==> src/rtl/pwm_pkg.sv <==
// pwm_pkg: shared widths, sync byte, frame lengths and FSM encoding for the PWM command path (frame format set by PWM_CMD_CHECKSUM_EN)
package pwm_pkg;
  localparam int PWM_W = 16;
  localparam logic [7:0] PWM_SYNC_BYTE = 8'hA5;
  localparam int PWM_FRAME_LEN_CSUM = 7;
  localparam int PWM_FRAME_LEN_NOCSUM = 6;
  typedef enum logic [2:0] {ST_IDLE, ST_CH, ST_PW_H, ST_PW_L, ST_CW_H, ST_CW_L, ST_CSUM} pwm_state_e;
endpackage

==> src/rtl/pwm_cmd_decoder_if.sv <==
// pwm_cmd_decoder_if: received-byte stream from the UART into the command decoder
interface pwm_cmd_decoder_if;
  logic [7:0] rx_data;
  logic rx_valid;
  modport master (output rx_data, rx_valid);
  modport slave (input rx_data, rx_valid);
endinterface

==> src/rtl/pwm_byte_timer.sv <==
// pwm_byte_timer: inter-byte idle counter with a single-cycle expiry strobe
module pwm_byte_timer #(
  parameter int TIMEOUT_CYCLES = 100000
) (
  input  logic clk,
  input  logic reset,
  input  logic i_clear,
  input  logic i_enable,
  output logic o_expired
);
  localparam int W = $clog2(TIMEOUT_CYCLES);
  localparam logic [W-1:0] LAST = W'(TIMEOUT_CYCLES - 1);
  logic [W-1:0] r_cnt;
  assign o_expired = i_enable && !i_clear && r_cnt == LAST;
  // count idle cycles while a frame is open; a byte or expiry restarts the count
  always_ff @(posedge clk)
    if (reset || i_clear || o_expired) r_cnt <= '0;
    else if (i_enable) r_cnt <= r_cnt + W'(1);
endmodule

==> src/rtl/pwm_cmd_decoder.sv <==
// pwm_cmd_decoder: parses UART command frames into the per-channel PWM width bank; PWM_CMD_CHECKSUM_EN adds the trailing XOR checksum byte
module pwm_cmd_decoder import pwm_pkg::*; #(
  parameter int NUM_CH = 8,
  parameter int TIMEOUT_CYCLES = 100000
) (
  input  logic                    clk,
  input  logic                    reset,
  pwm_cmd_decoder_if.slave        i_rx,
  output logic [NUM_CH*PWM_W-1:0] o_pulse_widths,
  output logic [NUM_CH*PWM_W-1:0] o_cycle_widths,
  output logic                    o_frame_ok,
  output logic                    o_frame_err
);
  pwm_state_e r_state;
  logic [7:0] r_ch, r_cw_h;
  logic [PWM_W-1:0] r_pw;
  logic [NUM_CH-1:0][PWM_W-1:0] r_pw_bank, r_cw_bank;
  logic r_ok, r_err;
  logic w_expired, w_last, w_good, w_bad_ch;
  logic [PWM_W-1:0] w_cw;
`ifdef PWM_CMD_CHECKSUM_EN
  logic [7:0] r_cw_l, r_csum;
  assign w_last = r_state == ST_CSUM;
  assign w_cw   = {r_cw_h, r_cw_l};
  assign w_good = r_csum == i_rx.rx_data && r_pw <= w_cw;
  // running XOR over CH..CW_L (CH restarts it) and the low cycle-width byte
  always_ff @(posedge clk)
    if (reset) begin
      r_csum <= '0;
      r_cw_l <= '0;
    end else if (i_rx.rx_valid) begin
      r_csum <= r_state == ST_CH ? i_rx.rx_data : r_csum ^ i_rx.rx_data;
      r_cw_l <= r_state == ST_CW_L ? i_rx.rx_data : r_cw_l;
    end
`else
  assign w_last = r_state == ST_CW_L;
  assign w_cw   = {r_cw_h, i_rx.rx_data};
  assign w_good = r_pw <= w_cw;
`endif
  assign w_bad_ch       = int'(i_rx.rx_data) >= NUM_CH;
  assign o_pulse_widths = r_pw_bank;
  assign o_cycle_widths = r_cw_bank;
  assign o_frame_ok     = r_ok;
  assign o_frame_err    = r_err;
  pwm_byte_timer #(.TIMEOUT_CYCLES(TIMEOUT_CYCLES)) u_timer (
    .clk(clk),
    .reset(reset),
    .i_clear(i_rx.rx_valid || r_state == ST_IDLE),
    .i_enable(r_state != ST_IDLE),
    .o_expired(w_expired)
  );
  // frame FSM, staging registers and atomic per-channel commit; a byte always beats a timeout
  always_ff @(posedge clk) begin
    if (reset) begin
      r_state   <= ST_IDLE;
      r_ch      <= '0;
      r_pw      <= '0;
      r_cw_h    <= '0;
      r_pw_bank <= '0;
      r_cw_bank <= '0;
      r_ok      <= 1'b0;
      r_err     <= 1'b0;
    end else begin
      r_ok  <= 1'b0;
      r_err <= 1'b0;
      if (i_rx.rx_valid && w_last) begin
        r_ok    <= w_good;
        r_err   <= !w_good;
        r_state <= ST_IDLE;
        for (int n = 0; n < NUM_CH; n++)
          if (w_good && r_ch == 8'(n)) begin
            r_pw_bank[n] <= r_pw;
            r_cw_bank[n] <= w_cw;
          end
      end else if (i_rx.rx_valid) begin
        case (r_state)
          ST_IDLE: r_state <= i_rx.rx_data == PWM_SYNC_BYTE ? ST_CH : ST_IDLE;
          ST_CH: begin
            r_ch    <= i_rx.rx_data;
            r_err   <= w_bad_ch;
            r_state <= w_bad_ch ? ST_IDLE : ST_PW_H;
          end
          ST_PW_H: begin
            r_pw[15:8] <= i_rx.rx_data;
            r_state    <= ST_PW_L;
          end
          ST_PW_L: begin
            r_pw[7:0] <= i_rx.rx_data;
            r_state   <= ST_CW_H;
          end
          ST_CW_H: begin
            r_cw_h  <= i_rx.rx_data;
            r_state <= ST_CW_L;
          end
          ST_CW_L: r_state <= ST_CSUM;
          default: r_state <= ST_IDLE;
        endcase
      end else if (w_expired) begin
        r_err   <= 1'b1;
        r_state <= ST_IDLE;
      end
    end
  end
endmodule

==> src/flat_wrapper.sv <==
// flat-port wrapper written by rule: the top's interface ports become plain ports
module pwm_cmd_decoder_flat import pwm_pkg::*;
#(
  parameter int NUM_CH = 8,
  parameter int TIMEOUT_CYCLES = 100000
)
  (clk, reset, o_pulse_widths, o_cycle_widths, o_frame_ok, o_frame_err, i_rx_rx_data, i_rx_rx_valid);
  pwm_cmd_decoder_if i_rx_i ();
  input  logic clk;
  input  logic reset;
  output logic [NUM_CH*PWM_W-1:0] o_pulse_widths;
  output logic [NUM_CH*PWM_W-1:0] o_cycle_widths;
  output logic o_frame_ok;
  output logic o_frame_err;
  input wire logic [$bits(i_rx_i.rx_data)-1:0] i_rx_rx_data;
  input wire logic [$bits(i_rx_i.rx_valid)-1:0] i_rx_rx_valid;
  assign i_rx_i.rx_data = i_rx_rx_data;
  assign i_rx_i.rx_valid = i_rx_rx_valid;
  pwm_cmd_decoder #(.NUM_CH(NUM_CH), .TIMEOUT_CYCLES(TIMEOUT_CYCLES)) u_core (.clk(clk), .reset(reset), .i_rx(i_rx_i), .o_pulse_widths(o_pulse_widths), .o_cycle_widths(o_cycle_widths), .o_frame_ok(o_frame_ok), .o_frame_err(o_frame_err));
endmodule
==> config.mk <==
export PLATFORM = sky130hd
export DESIGN_NAME = pwm_cmd_decoder_flat
export DESIGN_NICKNAME = d
export VERILOG_FILES = /design/src/rtl/pwm_pkg.sv /design/src/rtl/pwm_cmd_decoder_if.sv /design/src/rtl/pwm_byte_timer.sv /design/src/rtl/pwm_cmd_decoder.sv /design/src/flat_wrapper.sv
export SDC_FILE = /design/constraint.sdc
export NUM_CORES = 1
export LEC_CHECK = 0
export CAP_MARGIN = 20
export CELL_PAD_IN_SITES_DETAIL_PLACEMENT = 1
export CELL_PAD_IN_SITES_GLOBAL_PLACEMENT = 1
export CORE_ASPECT_RATIO = 0.9
export CORE_UTILIZATION = 36
export CTS_CLUSTER_DIAMETER = 40
export DETAILED_ROUTE_END_ITERATION = 12
export GPL_TIMING_DRIVEN = 0
export PLACE_DENSITY = 0.79
export SETUP_SLACK_MARGIN = 0.02
export SYNTH_ARGS = -nofsm -noshare
export SYNTH_HDL_FRONTEND = slang
export SYNTH_HIERARCHICAL = 1
export SYNTH_SLANG_ARGS = --single-unit
export TNS_END_PERCENT = 1
==> constraint.sdc <==
create_clock -name clk -period 2.6 [get_ports clk]
set_input_delay 0.26 -clock clk [delete_from_list [all_inputs] [get_ports clk]]
set_output_delay 0.26 -clock clk [all_outputs]
set_load 0.03 [all_outputs]
* Word level (Yosys, flattened, before mapping) *
Index checks and enable logic that the tools add are counted.

storage, ports and cells
  bits in registers = 310
  input port bits = 11
  output and inout bits = 258
  word-level logic and storage cells = 85

operators by class
  add/sub/neg operators = 1
  magnitude comparators = 2
  eq/ne operators = 14
  multiplexer cells = 9
  bitwise gates (word level) = 1
  reductions and logical operators = 34

operator list
  operator                                             number
  == test 8 x 3 -> 1 bit, second input constant        4
  one-hot mux 3 bit (6 select lines)                   1
  adder 17 x 1 -> 17 bit, second input constant        1
  == test 17 bit, second input constant                1
  == test 8 x 2 -> 1 bit, second input constant        2
  <= comparator 16 bit                                 1
  AND reduction 2 bit                                  8
  AND reduction 3 bit                                  4
  logical AND 1 bit                                    11
  == test 8 x 1 -> 1 bit, second input constant        1
  == test 8 bit, second input constant                 1
  >= comparator 8 x 4 -> 1 bit, second input constant  1
  zero test 8 bit                                      1
  == test 3 x 2 -> 1 bit, second input constant        2
  == test 3 bit, second input constant                 2
  2-to-1 mux 3 bit                                     2
  2-to-1 mux 1 bit                                     5
  OR reduction 2 bit                                   2
  == test 3 x 1 -> 1 bit, second input constant        1
  zero test 3 bit                                      1
  logical OR 1 bit                                     3
  nonzero test 3 bit                                   1
  zero test 1 bit                                      2
  2-to-1 mux 2 bit                                     1
  2 further kinds                                      2

* Longest topological paths before layout *
Gate-level depths: netlist (run 1).

  depth in word-level cells = 8
  depth in mapped cells = 11
  mapped depth without buffers = 8

* Cells and area by module *
The synthesis (run 1) kept the hierarchy.

modules (own cells, without submodules)
  module           instances  cells each  area an instance (um^2)  seq. area each (um^2)
  pwm_cmd_decoder  1          1147        11974.0                  5865.6
  pwm_byte_timer   1          92          823.3                    340.3

* Least setup slack after synthesis (run 1) *
No wires, ideal clock.

  kind = reg2reg
  start = reg u_core.r_cw_h[7]
  end = reg u_core.r_cw_bank, in the netlist u_core/o_cycle_widths[88]
  library setup time = 0.129 ns
  arrival = 2.405 ns
  path slack = 0.066 ns
  cell stages (with the launch flop) = 12
  path buffers = 3
  period minus slack after synthesis = 2.534 ns
  cells stage by stage = dfxtp_1 -> inv_1 -> ha_1 -> nand4_1 -> nor4_1 -> nand4_1 -> o31a_1 -> buf_2 -> or4b_1 -> buf_2 -> buf_6 -> mux2i_1

on the way
  cells in the longest elaborated chain, start to end = 3

RTL lines
  item                             line                   source
  from (decl)                      pwm_cmd_decoder.sv:15  logic [7:0] r_ch, r_cw_h;
  from (signal assigned)           pwm_cmd_decoder.sv:92  r_cw_h <= i_rx.rx_data;
  <= comparator 16 bit             pwm_cmd_decoder.sv:38  assign w_good = r_pw <= w_cw;
  logical AND 1 bit                pwm_cmd_decoder.sv:71  if (w_good && r_ch == 8'(n)) begin
  AND reduction 2 bit (no line)    --
  to (signal, indexed assignment)  pwm_cmd_decoder.sv:73  r_cw_bank[n] <= w_cw;
  to (decl)                        pwm_cmd_decoder.sv:17  logic [NUM_CH-1:0][PWM_W-1:0] r_pw_bank, r_cw_bank;

No other way between the ends.
A chain may end at the register's enable or synchronous reset.

* Worst setup path in the final report (run 1) *
  start = reg u_core.r_cw_h[4]
  end = reg u_core.r_pw_bank, in the netlist u_core/o_pulse_widths[67]

on the way
  cells in the longest elaborated chain, start to end = 3

RTL lines
  item                             line                   source
  <= comparator 16 bit             pwm_cmd_decoder.sv:38
  logical AND 1 bit                pwm_cmd_decoder.sv:71
  AND reduction 2 bit (no line)    --
  to (signal, indexed assignment)  pwm_cmd_decoder.sv:72  r_pw_bank[n] <= r_pw;
  to (decl)                        pwm_cmd_decoder.sv:17

No other way between the ends.

==> results of run 1 <==
==> registers in the layout, indices dropped and copies added (netlist names) <==
name                   cells
u_core/r_cw_h              8
u_core/o_frame_ok          1
u_core/u_timer/r_cnt      17
u_core/r_state             3
u_core/o_cycle_widths    128
u_core/r_ch                8
u_core/r_pw               16
u_core/o_frame_err         1
u_core/o_pulse_widths    128
==> repair_timing <==
action                                  CTS  global route
resized for setup                        57            16
endpoints found under the setup margin  286           267
pin swaps                                 6             1
buffers inserted                         13             3
endpoints found under the hold margin     0             0
==> placed cells by master, fill, tap and decap left out, types with 10 or more instances in the layout <==
cell type,netlist,final
clkbuf_16,0,49
nand2_1,77,77
nor2_1,26,26
buf_12,6,13
clkbuf_1,42,45
ha_1,17,10
buf_1,34,34
nand2b_1,290,290
nand4_1,11,11
dfxtp_1,310,302
buf_4,2,22
clkdlybuf4s50_1,0,262
inv_1,16,10
mux2i_1,257,257
nor3_1,11,11
a21oi_1,43,43
==> final cells by class <==
| class | count | share of cell area |
|---|---|---|
| inverters | 17 | 0.00353 |
| flip-flops and latches | 310 | 0.343 |
| well taps | 469 | 0.0324 |
| plain buffers | 110 | 0.0434 |
| multi-input cells | 801 | 0.331 |
| repair buffers | 285 | 0.155 |
| clock buffers | 60 | 0.0728 |
| clock inverters | 24 | 0.0185 |
==> how the worst max path moves through the flow <==
stage / start / endpoint / slack (ns) / depth (start not counted)
final: u_core/r_cw_h[4] / u_core/o_pulse_widths[67] / -0.12 / 11
after floorplan: u_core/r_cw_h[7] / u_core/o_cycle_widths[88] / 0.07 / 11
after detailed placement: i_rx_rx_data[5] / u_core/o_cycle_widths[7] / -1.14 / 11
after CTS: u_core/r_cw_h[3] / u_core/o_pulse_widths[60] / -0.1 / 11
after global routing: u_core/r_cw_h[5] / u_core/o_cycle_widths[85] / -0.21 / 11
after global placement: i_rx_rx_data[5] / u_core/o_cycle_widths[11] / -1.08 / 11
==> kinds of logic (layout without fill, tap and decap cells) <==
kind of cell / after synthesis / in the layout / synth area share
adders and majority gates: 17 / 17 / 0.0166
xor gates and xnor gates: 14 / 14 / 0.00958
buffers and inverters: 128 / 496 / 0.0557
muxes: 257 / 257 / 0.201
DFF: 310 / 310 / 0.485
AOI/OAI and AO/OA: 57 / 57 / 0.0253
and+or+nand+nor: 456 / 456 / 0.207
==> worst max-delay path: stages (launching register included) <==
cell,delay [ns]
dfxtp_2,0.34
inv_1,0.04
ha_1,0.27
nand4_1,0.22
nor4_2,0.26
nand4_1,0.15
o31a_1,0.14
buf_6,0.14
or4_1,0.53
buf_6,0.17
buf_12,0.15
mux2i_1,0.12
==> per-stage QoR <==
stage / instance area, µm² / hold WS, ns / total power [W] / setup slack (ns) / TNS [ns]
floorplan: 12800 / 0.396 / 0.00499 / 0.0659 / 0
global placement: 16100 / 0.443 / 0.00509 / -1.08 / -253.45
detailed placement: 16100 / 0.447 / 0.00510 / -1.14 / -259.64
CTS: 18000 / 0.253 / 0.0117 / -0.0994 / -14.11
global route: 18100 / 0.176 / 0.0120 / -0.211 / -35.82
finish: 18100 / 0.153 / 0.0116 / -0.122 / -17.58
==> routing by layer <==
| layer | vias to the layer above | wire length (µm) |
|---|---|---|
| met2 | 229 | 21200 |
| met4 | 0 | 1240 |
| met3 | 71 | 1600 |
| li1 | 4780 | - |
| met1 | 4940 | 18900 |
| met5 | - | 0 |
==> power breakdown <==
| group | total (W) | internal (W) | switching, W |
|---|---|---|---|
| sequential | 0.00475 | 0.00475 | 0.0000000549 |
| clock | 0.00661 | 0.00428 | 0.00233 |
| combinational | 0.000242 | 0.0000982 | 0.000144 |
==> metrics.txt, run 1 <==
Wirelength per Cell 20.7 µm; Syn Area/Cell 10.3 µm²; Yosys reg bits 310; via count 10000; Clock Latency Late Sink roughly 0.56 ns; std cell rows 65; RSZ-0062 raised after global routing true; Syn Nets between 1000 and 1500; DRC Markers 0; Post-synth ARST share 0; CTS Buf Count between 40 and 50; Hold Vio Cnt, Final 0; slew margin rel. 0.384; synthesized cell area roughly 0.013 mm²; r2r endpoint u_core/o_pulse_widths[67]; Critical Path Source Type flop; cts hold-fix bufs 0; I/O pin cnt ~270; Layout Skew about 0.024 ns; M3 GR Usage 0.0379; Die Width between 200 and 250 µm; DRT antenna net count 0; Reg2Reg Launch Point u_core/r_cw_h[4]; area delta synth->final 41.4%; layout cell share with drive strength beyond 1 0.104; GPL Wtd Cong roughly 0.80; required time of the critical path ~3 ns; initial antenna violation count 0; power density cells around 640 mW/mm²; Bufs on Longest Clock Path 3; most numerous cell in the Yosys netlist dfxtp_1; Fill cells between 3000 and 4000; Slew Limit Fails 0; Pleak a little under 8 nW; initial core utilization 0.365; Layout Cells excl Fill approximately 2100; met1 GRT Util 0.296; critical path class flop to flop; internal reg-to-reg setup slack -0.12 ns; area leader, netlist dfxtp_1; sequential fraction of the synthesis area 0.485; period utilisation layout 1.05; Final Util 0.516; dpl cells between 1500 and 2000; Critical Path AT roughly 3.1 ns; # setup viols final about 220; DR vias/cell 4.83; Distinct cells, synth 45; critical path capture point type flop; Post-synth EDFFs 0; first-pass GRT wire length between 60 and 70 mm; Least-Margin Pin Slew ~0.92 ns; total grt overflow 0; worst r2r path cells 11; top_reg_cell synth dfxtp_1; vias in the first global route around 11000; Core Area 0.0351 mm²; synthesized instance count ~1200; min-delay src i_rx_rx_data[3]; drt pass-1 iters 4; gr usage total 0.236; port bufs approximately 270; largest net degree at the start of global routing 13; f_max approximately 370 MHz; CTS root buffer clkbuf_16; H-tree depth 2; worst setup margin -0.122 ns; Worst-path clk slew around 0.050 ns; area of the multi-input gates between 0.005 and 0.006 mm²; Hold/Removal Path Class input port to flop; GR Util met2 0.411; DR iter-0 viols between 400 and 500; clk sinks a little over 300; full die area 0.0363 mm²; layer with the highest usage met2; Max IR drop VDD between 0.3 and 0.4 mV; Detailed Place HPWL between 30 and 40 mm; most instantiated cells after synthesis dfxtp_1, nand2b_1, mux2i_1; Area contributors post-synth dfxtp_1, mux2i_1, nand2b_1, nand2_1, a21oi_1; Die Ht ~180 µm; Synth top area share 0.485; critical path peak fanout 10; status complete, but fails checks; Hold Path End u_core/r_cw_h[3]; Nets 1600; drt total wl ~43 mm; max-cap violations 0; n_diodes 0; Final min period between 2 and 3 ns; Hold Crit Depth 3; yosys warns 6; Seq. cell area between 0.006 and 0.007 mm²; failing checks negative setup slack; CTS tree done
Power figures use the tool's default switching activity.
==> run 2: changes to the inputs <==
--- a/constraint.sdc
+++ b/constraint.sdc
@@ -3,2 +3,2 @@
 set_output_delay 0.26 -clock clk [all_outputs]
-set_load 0.03 [all_outputs]
+set_load 0.02 [all_outputs]
==> results of run 2 <==
Final layout, timing and power as in run 1 (identical DEF).
